===== src/rtl/load_store_unit_pkg.sv =====
// Shared encodings for the load/store unit: funct3 size/sign codes, FSM states and
// the request legality check used on accept.
package load_store_unit_pkg;

  localparam logic [2:0] Lb  = 3'b000;
  localparam logic [2:0] Lh  = 3'b001;
  localparam logic [2:0] Lw  = 3'b010;
  localparam logic [2:0] Lbu = 3'b100;
  localparam logic [2:0] Lhu = 3'b101;
  localparam logic [2:0] Sb  = 3'b000;
  localparam logic [2:0] Sh  = 3'b001;
  localparam logic [2:0] Sw  = 3'b010;

  typedef enum logic [1:0] {
    StIdle,
    StAccess,
    StWrite,
    StResp
  } lsu_state_e;

  // Misaligned access or funct3 outside the legal set for the direction.
  function automatic logic req_is_bad(input logic we, input logic [2:0] funct3,
                                      input logic [1:0] addr_lo);
    logic bad;
    bad = 1'b1;
    if (we) begin
      case (funct3)
        Sb:      bad = 1'b0;
        Sh:      bad = addr_lo[0];
        Sw:      bad = (addr_lo != 2'b00);
        default: bad = 1'b1;
      endcase
    end else begin
      case (funct3)
        Lb, Lbu: bad = 1'b0;
        Lh, Lhu: bad = addr_lo[0];
        Lw:      bad = (addr_lo != 2'b00);
        default: bad = 1'b1;
      endcase
    end
    return bad;
  endfunction

endpackage


===== src/rtl/load_store_unit_align.sv =====
// Lane extraction with sign/zero extension for loads and lane merge for sub-word stores.
module lsu_align
  import load_store_unit_pkg::*;
(
  input  logic [2:0]  funct3_i,
  input  logic [1:0]  addr_lo_i,
  input  logic [31:0] rword_i,
  input  logic [15:0] wdata_i,
  output logic [31:0] load_data_o,
  output logic [31:0] store_word_o
);

  logic [7:0]  byte_lane;
  logic [15:0] half_lane;

  always_comb begin
    case (addr_lo_i)
      2'd0:    byte_lane = rword_i[7:0];
      2'd1:    byte_lane = rword_i[15:8];
      2'd2:    byte_lane = rword_i[23:16];
      default: byte_lane = rword_i[31:24];
    endcase
    half_lane = addr_lo_i[1] ? rword_i[31:16] : rword_i[15:0];

    case (funct3_i)
      Lb:      load_data_o = {{24{byte_lane[7]}}, byte_lane};
      Lh:      load_data_o = {{16{half_lane[15]}}, half_lane};
      Lbu:     load_data_o = {24'b0, byte_lane};
      Lhu:     load_data_o = {16'b0, half_lane};
      default: load_data_o = rword_i;
    endcase

    store_word_o = rword_i;
    if (funct3_i == Sb) begin
      store_word_o[{addr_lo_i, 3'b000} +: 8] = wdata_i[7:0];
    end else if (funct3_i == Sh) begin
      if (addr_lo_i[1]) store_word_o[31:16] = wdata_i;
      else              store_word_o[15:0]  = wdata_i;
    end
  end

endmodule


===== src/rtl/load_store_unit.sv =====
// Single-request load/store unit: latches a CPU request, performs a word read,
// read-modify-write or word write on data memory, and returns a held response.
module load_store_unit
  import load_store_unit_pkg::*;
(
  input  logic        clk,
  input  logic        rst_n,
  input  logic        req_valid,
  output logic        req_ready,
  input  logic        req_we,
  input  logic [2:0]  req_funct3,
  input  logic [31:0] req_addr,
  input  logic [31:0] req_wdata,
  output logic        resp_valid,
  input  logic        resp_ready,
  output logic [31:0] resp_rdata,
  output logic        resp_err,
  output logic [31:0] mem_A,
  output logic [31:0] mem_WD,
  output logic        mem_WE,
  input  logic [31:0] mem_RD
);

  lsu_state_e  state_q;
  logic        we_q;
  logic [2:0]  funct3_q;
  logic [1:0]  addr_lo_q;
  logic [15:0] wdata_q;
  logic [31:0] load_data;
  logic [31:0] store_word;

  assign req_ready = (state_q == StIdle);

  lsu_align u_align (
    .funct3_i     (funct3_q),
    .addr_lo_i    (addr_lo_q),
    .rword_i      (mem_RD),
    .wdata_i      (wdata_q),
    .load_data_o  (load_data),
    .store_word_o (store_word)
  );

  always_ff @(posedge clk or negedge rst_n) begin
    if (!rst_n) begin
      state_q    <= StIdle;
      we_q       <= 1'b0;
      funct3_q   <= 3'b000;
      addr_lo_q  <= 2'b00;
      wdata_q    <= 16'h0;
      resp_valid <= 1'b0;
      resp_rdata <= 32'h0;
      resp_err   <= 1'b0;
      mem_A      <= 32'h0;
      mem_WD     <= 32'h0;
      mem_WE     <= 1'b0;
    end else begin
      unique case (state_q)
        StIdle: begin
          if (req_valid) begin
            we_q      <= req_we;
            funct3_q  <= req_funct3;
            addr_lo_q <= req_addr[1:0];
            wdata_q   <= req_wdata[15:0];
            if (req_is_bad(req_we, req_funct3, req_addr[1:0])) begin
              resp_err   <= 1'b1;
              resp_rdata <= 32'h0;
              resp_valid <= 1'b1;
              state_q    <= StResp;
            end else begin
              mem_A <= {req_addr[31:2], 2'b00};
              // Full-word stores need no read, so they skip straight to the write.
              if (req_we && (req_funct3 == Sw)) begin
                mem_WD  <= req_wdata;
                mem_WE  <= 1'b1;
                state_q <= StWrite;
              end else begin
                state_q <= StAccess;
              end
            end
          end
        end
        StAccess: begin
          if (we_q) begin
            mem_WD  <= store_word;
            mem_WE  <= 1'b1;
            state_q <= StWrite;
          end else begin
            resp_rdata <= load_data;
            resp_err   <= 1'b0;
            resp_valid <= 1'b1;
            state_q    <= StResp;
          end
        end
        StWrite: begin
          mem_WE     <= 1'b0;
          resp_rdata <= 32'h0;
          resp_err   <= 1'b0;
          resp_valid <= 1'b1;
          state_q    <= StResp;
        end
        StResp: begin
          if (resp_ready) begin
            resp_valid <= 1'b0;
            state_q    <= StIdle;
          end
        end
        default: state_q <= StIdle;
      endcase
    end
  end

endmodule


===== config.mk =====
export PLATFORM = sky130hd
export DESIGN_NAME = load_store_unit
export DESIGN_NICKNAME = d
export VERILOG_FILES = /design/src/rtl/load_store_unit_pkg.sv /design/src/rtl/load_store_unit_align.sv /design/src/rtl/load_store_unit.sv
export SDC_FILE = /design/constraint.sdc
export NUM_CORES = 1
export LEC_CHECK = 0
export ABC_AREA = 1
export CAP_MARGIN = 20
export CORE_MARGIN = 5
export CORE_UTILIZATION = 49
export CTS_CLUSTER_SIZE = 40
export DETAILED_ROUTE_END_ITERATION = 10
export PLACE_DENSITY = 0.91
export SYNTH_ARGS = -nofsm -noshare
export SYNTH_HDL_FRONTEND = slang
export SYNTH_SLANG_ARGS = --single-unit

===== constraint.sdc =====
create_clock -name clk -period 2.4 [get_ports clk]
set_input_delay 0.36 -clock clk [delete_from_list [all_inputs] [get_ports clk]]
set_output_delay 0.36 -clock clk [all_outputs]
set_load 0.05 [all_outputs]

==> run_results.csv, run 1 <==
group,metric,value,unit
outcome,status,"finished with violations",
outcome,violations,"hold timing",
cts,cts_tree,"built",
yosys,postSynthCellCount,1168,
placement,dp_hpwl,18700,um
placement,portBuffers,201,
finish,n_fill_cell,1270,
power_and_ir_drop,power_frac_comb,62.3,%
cts,cts_hold_buf,0,
power_and_ir_drop,power.density,1580,nW/um2
yosys,synth_cell_type_count,31,
cts,cts_buffer_depth,2,
finish,nets,1470,
critical_path,arrival,2.49,ns
power_and_ir_drop,switching_power,0.00864,W
run,drv_cap,0,
timing,tns,0,ns
cts,clock-sinks,121,
routing,highest_layer,"met4",
routing,wl,25900,um
global_route,grt_pass1_wl,40800,um
min_path,hold_class,"primary input to asynchronous set/reset pin",
floorplanning,fp-row-count,45,
routing,drtPass1Iterations,6,
floorplanning,die_h,134,um
routing,drc,0,
power_and_ir_drop,p_leak,5.13,nW
power_and_ir_drop,pwr-share-clk,16.1,%
routing,postRouteAntennaNets,0,
critical_path,reg2regPathDepth,10,
global_route,grt_use_total,28.3,%
yosys,synth.area.top_cells,"dfrtp_1 40%, nand2_1 25%, nand3_1 6.9%",
floorplanning,core_area,15200,um2
cts,postCtsSetupBuffers,0,
global_route,grt_max_degree,122,
finish,diodes,0,
floorplanning,die_area,18000,um2
floorplanning,io_pins,204,
finish,drive_above_1_share,6.95,%
yosys,synth-warning-count,0,
critical_path,crit_type,"register to register",
routing,dr_wl_met3,2820,um
timing,setup_violations,0,
floorplanning,chipWidth,134,um
timing,fin_hold_ws,-0.0521,ns
yosys,yosysSeqAreaShare,40.0,%
critical_path,reg2reg_from,"addr_lo_q[1]$_DFFE_PN0P_",
critical_path,crit_top_cell,"nand2_1",
global_route,grt_pass1_vias,8039,
routing,drt_iter0_markers,1014,
timing,finalHoldViolCount,20,
critical_path,cp.required,2.77,ns
cts,cts_resized,0,
timing,drv_slew,0,
power_and_ir_drop,total_power,0.0165,W
timing,rsz0062_at_grt,"no",
yosys,ys_seq_elements,121,
timing,final.min_clock_period,2.12,ns
placement,dpl-instance-area,9810,um2
critical_path,critPathMaxFanout,27,
power_and_ir_drop,intPower,0.00785,W
routing,wl_per_cell,16.6,um
floorplanning,initial_core_util,49.8,%
yosys,syn_avg_cell_area,6.49,um2
power_and_ir_drop,switching_share,52.4,%
finish,final_area,10400,um2
critical_path,startpoint,"addr_lo_q[1]$_DFFE_PN0P_",
power_and_ir_drop,ir_drop,1.02,mV
timing,maxSlewHeadroom,51.1,%
placement,gp_congestion,1.00,
routing,num_vias,8461,
critical_path,startpoint_type,"register",
routing,viasPerCell,5.44,
power_and_ir_drop,pwr-share-seq,21.6,%
yosys,yosys.area.top_type,"dfrtp_1",
cts,path_clk_slew,0.06,ns
cts,cts-root-buf,"clkbuf_16",
routing,wl_met1,10200,um
critical_path,cp_cell_sequence,"buf_4 -> ha_1 -> inv_2 -> nor2_1 -> nand4_1 -> nand2_1 -> nand3_1 -> nand2_1 -> nand2_1 -> nand2_1",
timing,fin_crit_sh,88.4,%
yosys,synth_area,7580,um2
critical_path,cp_slowest_cell,"nor2_1",
global_route,gr-total-overflow,0,
timing,worst_pin_slew,0.734,ns
cts,insertion_delay,0.43,ns
timing,finClkSkew,0.00972,ns
yosys,synth_top_area_share,40.0,%
global_route,antenna_found_initial,0,
critical_path,rr_endpoint,"mem_WD[18]$_DFFE_PN0P_",
timing,max_freq,471,MHz
cts,htree_levels,4,
critical_path,rrSetupSlack,0.28,ns
critical_path,cp_slowest_stage_delay,0.42,ns
routing,met2WireLength,11600,um
critical_path,end_kind,"register",
finish,area_growth,37.6,%
cts,cts_buffers,17,
## worst max-delay path: cells and delay by family (launching register included)
family                     cells  cell delay [ns]
buffers and inverters          2             0.37
and+or+nand+nor                7             1.10
adders and majority gates      1             0.24
DFF                            1             0.36
## power by group through the flow
stage / logic, W / clock network (W) / registers [W]
finish: 0.0103 / 0.00266 / 0.00356
global route: 0.0111 / 0.00277 / 0.00365
CTS: 0.0102 / 0.00268 / 0.00354
detailed placement: 0.0101 / 0 / 0.00355
global placement: 0.00996 / 0 / 0.00352
floorplan: 0.00479 / 0 / 0.00566
## layer usage
metal / GRT usage (%) / vias up
met5: 0 / -
li1: - / 4089
met4: 13.5 / 0
met2: 44.0 / 476
met3: 8.33 / 75
met1: 36.2 / 3821
## area by class of cell
cell class	instances	area, um2	area share, %
clock buffer	18	439	4.21
inverter	67	251	2.41
clock inverter	13	170	1.63
sequential	121	3030	29.1
multi-input combinational	909	3980	38.2
tap	188	235	2.26
timing repair buffer	239	2320	22.2
## cell usage after synthesis
library cell,instances
o21ai_1,34
nor2_2,4
inv_1,56
buf_2,21
nand2_2,2
conb_1,1
nor2_1,95
o211ai_1,8
nor2_4,1
a21oi_1,63
nand3_1,105
o21ai_0,47
mux2_2,3
buf_6,2
buf_1,7
nand3_2,1
o21ai_2,1
or2_1,1
buf_4,3
clkbuf_1,39
a21oi_2,1
o21bai_1,1
nand2_1,506
nand4_1,18
o22ai_1,1
inv_2,9
ha_1,11
nand3b_1,3
dfrtp_1,121
nor3_1,1
clkinv_1,2
## cells by family after synthesis
group / after synthesis / synth area share [%]
multiplexers: 3 / 0.446
buffers and inverters: 139 / 7.58
flip-flops: 121 / 40.0
AO/OA/AOI/OAI: 156 / 10.7
other: 1 / 0.0495
adder cells (fa/ha/maj): 11 / 1.82
AND/OR/NAND/NOR: 737 / 39.4
## registers in the layout (all words and copies together) (netlist names)
name / flops
state_q: 2
mem_WE: 1
resp_valid: 1
we_q: 1
resp_rdata: 32
addr_lo_q: 2
funct3_q: 3
mem_WD: 32
mem_A: 30
wdata_q: 16
resp_err: 1
## cells in the final DEF (no fill, tap or decap), types with 5 or more instances in the layout
cell type and count:
nor2_1 94, nand3_1 105, clkdlybuf4s50_1 199, inv_1 56, buf_4 38, o21ai_0 47
clkbuf_16 17, nand2_1 506, ha_1 11, a21oi_1 63, nand4_1 18, o21ai_1 34
nor2_2 5, o211ai_1 8, inv_2 9, dfrtp_1 120
## worst max path at each step
stage                                       to  slack, ns
global route        resp_rdata[24]$_DFFE_PN0P_       0.09
detailed placement      mem_WD[14]$_DFFE_PN0P_       0.36
finish                  mem_WD[18]$_DFFE_PN0P_       0.28
global placement        mem_WD[16]$_DFFE_PN0P_       0.37
floorplan            resp_rdata[6]$_DFFE_PN0P_       0.24
CTS                                   resp_err       0.37
## metrics by stage
stage               util [%]  hold WS [ns]  std cells  worst slack, ns
detailed placement      64.6         0.459       1524            0.355
global route            68.6        0.0790       1555           0.0911
CTS                     68.6        0.0598       1555            0.370
global placement        64.6         0.453       1524            0.370
floorplan                  -        0.0644       1169            0.244
finish                  68.6       -0.0521       1555            0.279
Note: power is estimated with default switching activity, not from simulation.
==> inputs of run 2 (changes only) <==
--- a/config.mk
+++ b/config.mk
@@ -6,12 +6,12 @@
 export NUM_CORES = 1
 export LEC_CHECK = 0
 export ABC_AREA = 1
-export CAP_MARGIN = 20
 export CORE_MARGIN = 5
 export CORE_UTILIZATION = 49
 export CTS_CLUSTER_SIZE = 40
 export DETAILED_ROUTE_END_ITERATION = 10
 export PLACE_DENSITY = 0.91
+export SLEW_MARGIN = 20
 export SYNTH_ARGS = -nofsm -noshare
 export SYNTH_HDL_FRONTEND = slang
 export SYNTH_SLANG_ARGS = --single-unit
==> results of run 2 <==
No change in the layout: final DEF, timing and power equal those of run 1.
==> edit (settings of run 2) <==
Reset style: synchronous (`rst_n`), changed in one clocked block.
--- a/src/rtl/load_store_unit.sv
+++ b/src/rtl/load_store_unit.sv
@@ -42,3 +42,3 @@
 
-  always_ff @(posedge clk or negedge rst_n) begin
+  always_ff @(posedge clk) begin
     if (!rst_n) begin
Check against the original RTL: differs if rst_n is asserted again (counterexample within 4 cycles, from zero or initial values and one cycle with rst_n low); with rst_n held inactive, the same outputs for 4 cycles.
==> edit against run 2 <==
- via count increased by 0.64%
- worst setup slack got worse by 71 ps
- power decreased by 22%
- maximum frequency decreased by 3.2%
- design area decreased by 3.7%
- sequential cell count unchanged
- clock skew about the same
- routed wire length decreased by 2.4%
- synthesized cell count increased by 6.0%
- synthesized area decreased by 3.2%
- sequential share of layout area decreased by 4.9 points
- critical path depth unchanged
- critical endpoint is now resp_rdata[25]
==> edit: results (changes against run 2) <==
RD Place Congestion: 0.955 (was 1.00)
vias in the first global route: 8114 (was 8039)
sw frac: 50.4% (was 52.4%)
leakage: 4.37 nW (was 5.13 nW)
post-synthesis sequential area ratio: 33.0% (was 40.0%)
placed insts: 1576 (was 1524)
synthesized area per cell: 5.92 um^2 (was 6.49 um^2)
Post-synth top cells: nand2_1 (371), nor2_1 (194), inv_1 (126), dfxtp_1 (121), a21oi_1 (113) (was nand2_1 (506), dfrtp_1 (121), nand3_1 (105), nor2_1 (95), a21oi_1 (63))
Synth Area in Adders: 1.88% (was 1.82%)
Post-synth ARST share: 0% (was 100%)
post-synthesis mux area share: 0% (was 0.446%)
top post-synthesis cells by area: dfxtp_1 (33%), nand2_1 (19%), nor2_1 (9.9%), a21oi_1 (7.7%), inv_1 (6.5%) (was dfrtp_1 (40%), nand2_1 (25%), nand3_1 (6.9%), nor2_1 (4.7%), a21oi_1 (4.2%))
crit path DAT: 2540 ps (was 2490 ps)
Final nets: 1526 (was 1470)
WL final: 25.2 mm (was 25.9 mm)
Via Count: 8515 (was 8461)
Max FO, Critical Path: 16 (was 27)
largest net degree at the start of global routing: 62 (was 122)
hpwl dp: 18.3 mm (was 18.7 mm)
wire per inst: 15.7 um (was 16.6 um)
Slowest-stage cell, CP: ha_1 (was nor2_1)
skew final: 9.25 ps (was 9.72 ps)
Largest stage delay, worst path: 530 ps (was 420 ps)
Synth Area in Compound Gates: 14.0% (was 10.7%)
first-pass GRT wire length: 40.7 mm (was 40.8 mm)
worst min path class: in -> reg (was in -> async)
status: complete, no violations (was complete, but fails checks)
layout cells sized above 1: 6.46% (was 6.95%)
-- edit: cell count changes after synthesis, moves of 7 or more --
cell	delta
a21oi_1	+50
buf_1	-7
buf_2	-7
dfrtp_1	-121
dfxtp_1	+121
inv_1	+70
nand2_1	-135
nand3_1	-13
nand4_1	-8
nor2_1	+99
o21ai_0	+33
o21ai_1	-33
or2_2	+8
-- edit: worst reg2reg max path: cells and delay by family (launching register included) --
family | cells | cell delay (ps)
and+or+nand+nor | 7 | 910
adders and majority gates | 1 | 530
DFF | 1 | 310
buffers and inverters | 1 | 220
AOI/OAI and AO/OA | 1 | 140
-- edit: logic make-up (layout without fill, tap and decap cells) --
family | after synthesis | after routing
flip-flops | 121 | 121
AO/OA/AOI/OAI | 202 | 202
buffers and inverters | 206 | 391
other | 1 | 2
AND/OR/NAND/NOR | 697 | 697
adder cells (fa/ha/maj) | 11 | 11
-- edit: routing by layer --
layer | GRT usage, % | share of wire (%)
met5 | 0 | 0
met2 | 45.6 | 46
met3 | 9.08 | 11
met1 | 34.2 | 40
met4 | 12.0 | 3.9
-- edit: layout make-up --
| cell class | instances | area [um^2] |
|---|---|---|
| well taps | 184 | 230 |
| inverters | 135 | 509 |
| multi-input cells | 912 | 4070 |
| flip-flops and latches | 121 | 2420 |
| fillers | 1209 | 4560 |
| clock inverters | 15 | 151 |
| repair buffers | 224 | 2230 |
| clock buffers | 17 | 425 |
-- edit: through the flow --
step                cell area [um^2]  worst slack [ps]
floorplan                       7340               263
global placement                9450               310
detailed placement              9450               232
CTS                            10000               200
global route                   10000              78.6
finish                         10000               208
-- edit: final timing paths --
| kind | from | end | slack, ps | cells past startpoint |
|---|---|---|---|---|
| max reg2reg | addr_lo_q[1] | resp_rdata[25] | 210 | 10 |
| min reg2reg | mem_A[16] | mem_A[16] | 440 | 2 |
| min | rst_n | resp_valid | 400 | 3 |
| max | addr_lo_q[1] | resp_rdata[25] | 210 | 10 |
-- edit: power groups by stage --
stage | Combinational (W) | Clock (W) | Sequential [W]
after floorplan | 0.00370 | 0 | 0.00449
after global placement | 0.00715 | 0 | 0.00299
after detailed placement | 0.00722 | 0 | 0.00302
after CTS | 0.00730 | 0.00255 | 0.00299
after global routing | 0.00804 | 0.00265 | 0.00305
final | 0.00735 | 0.00252 | 0.00300
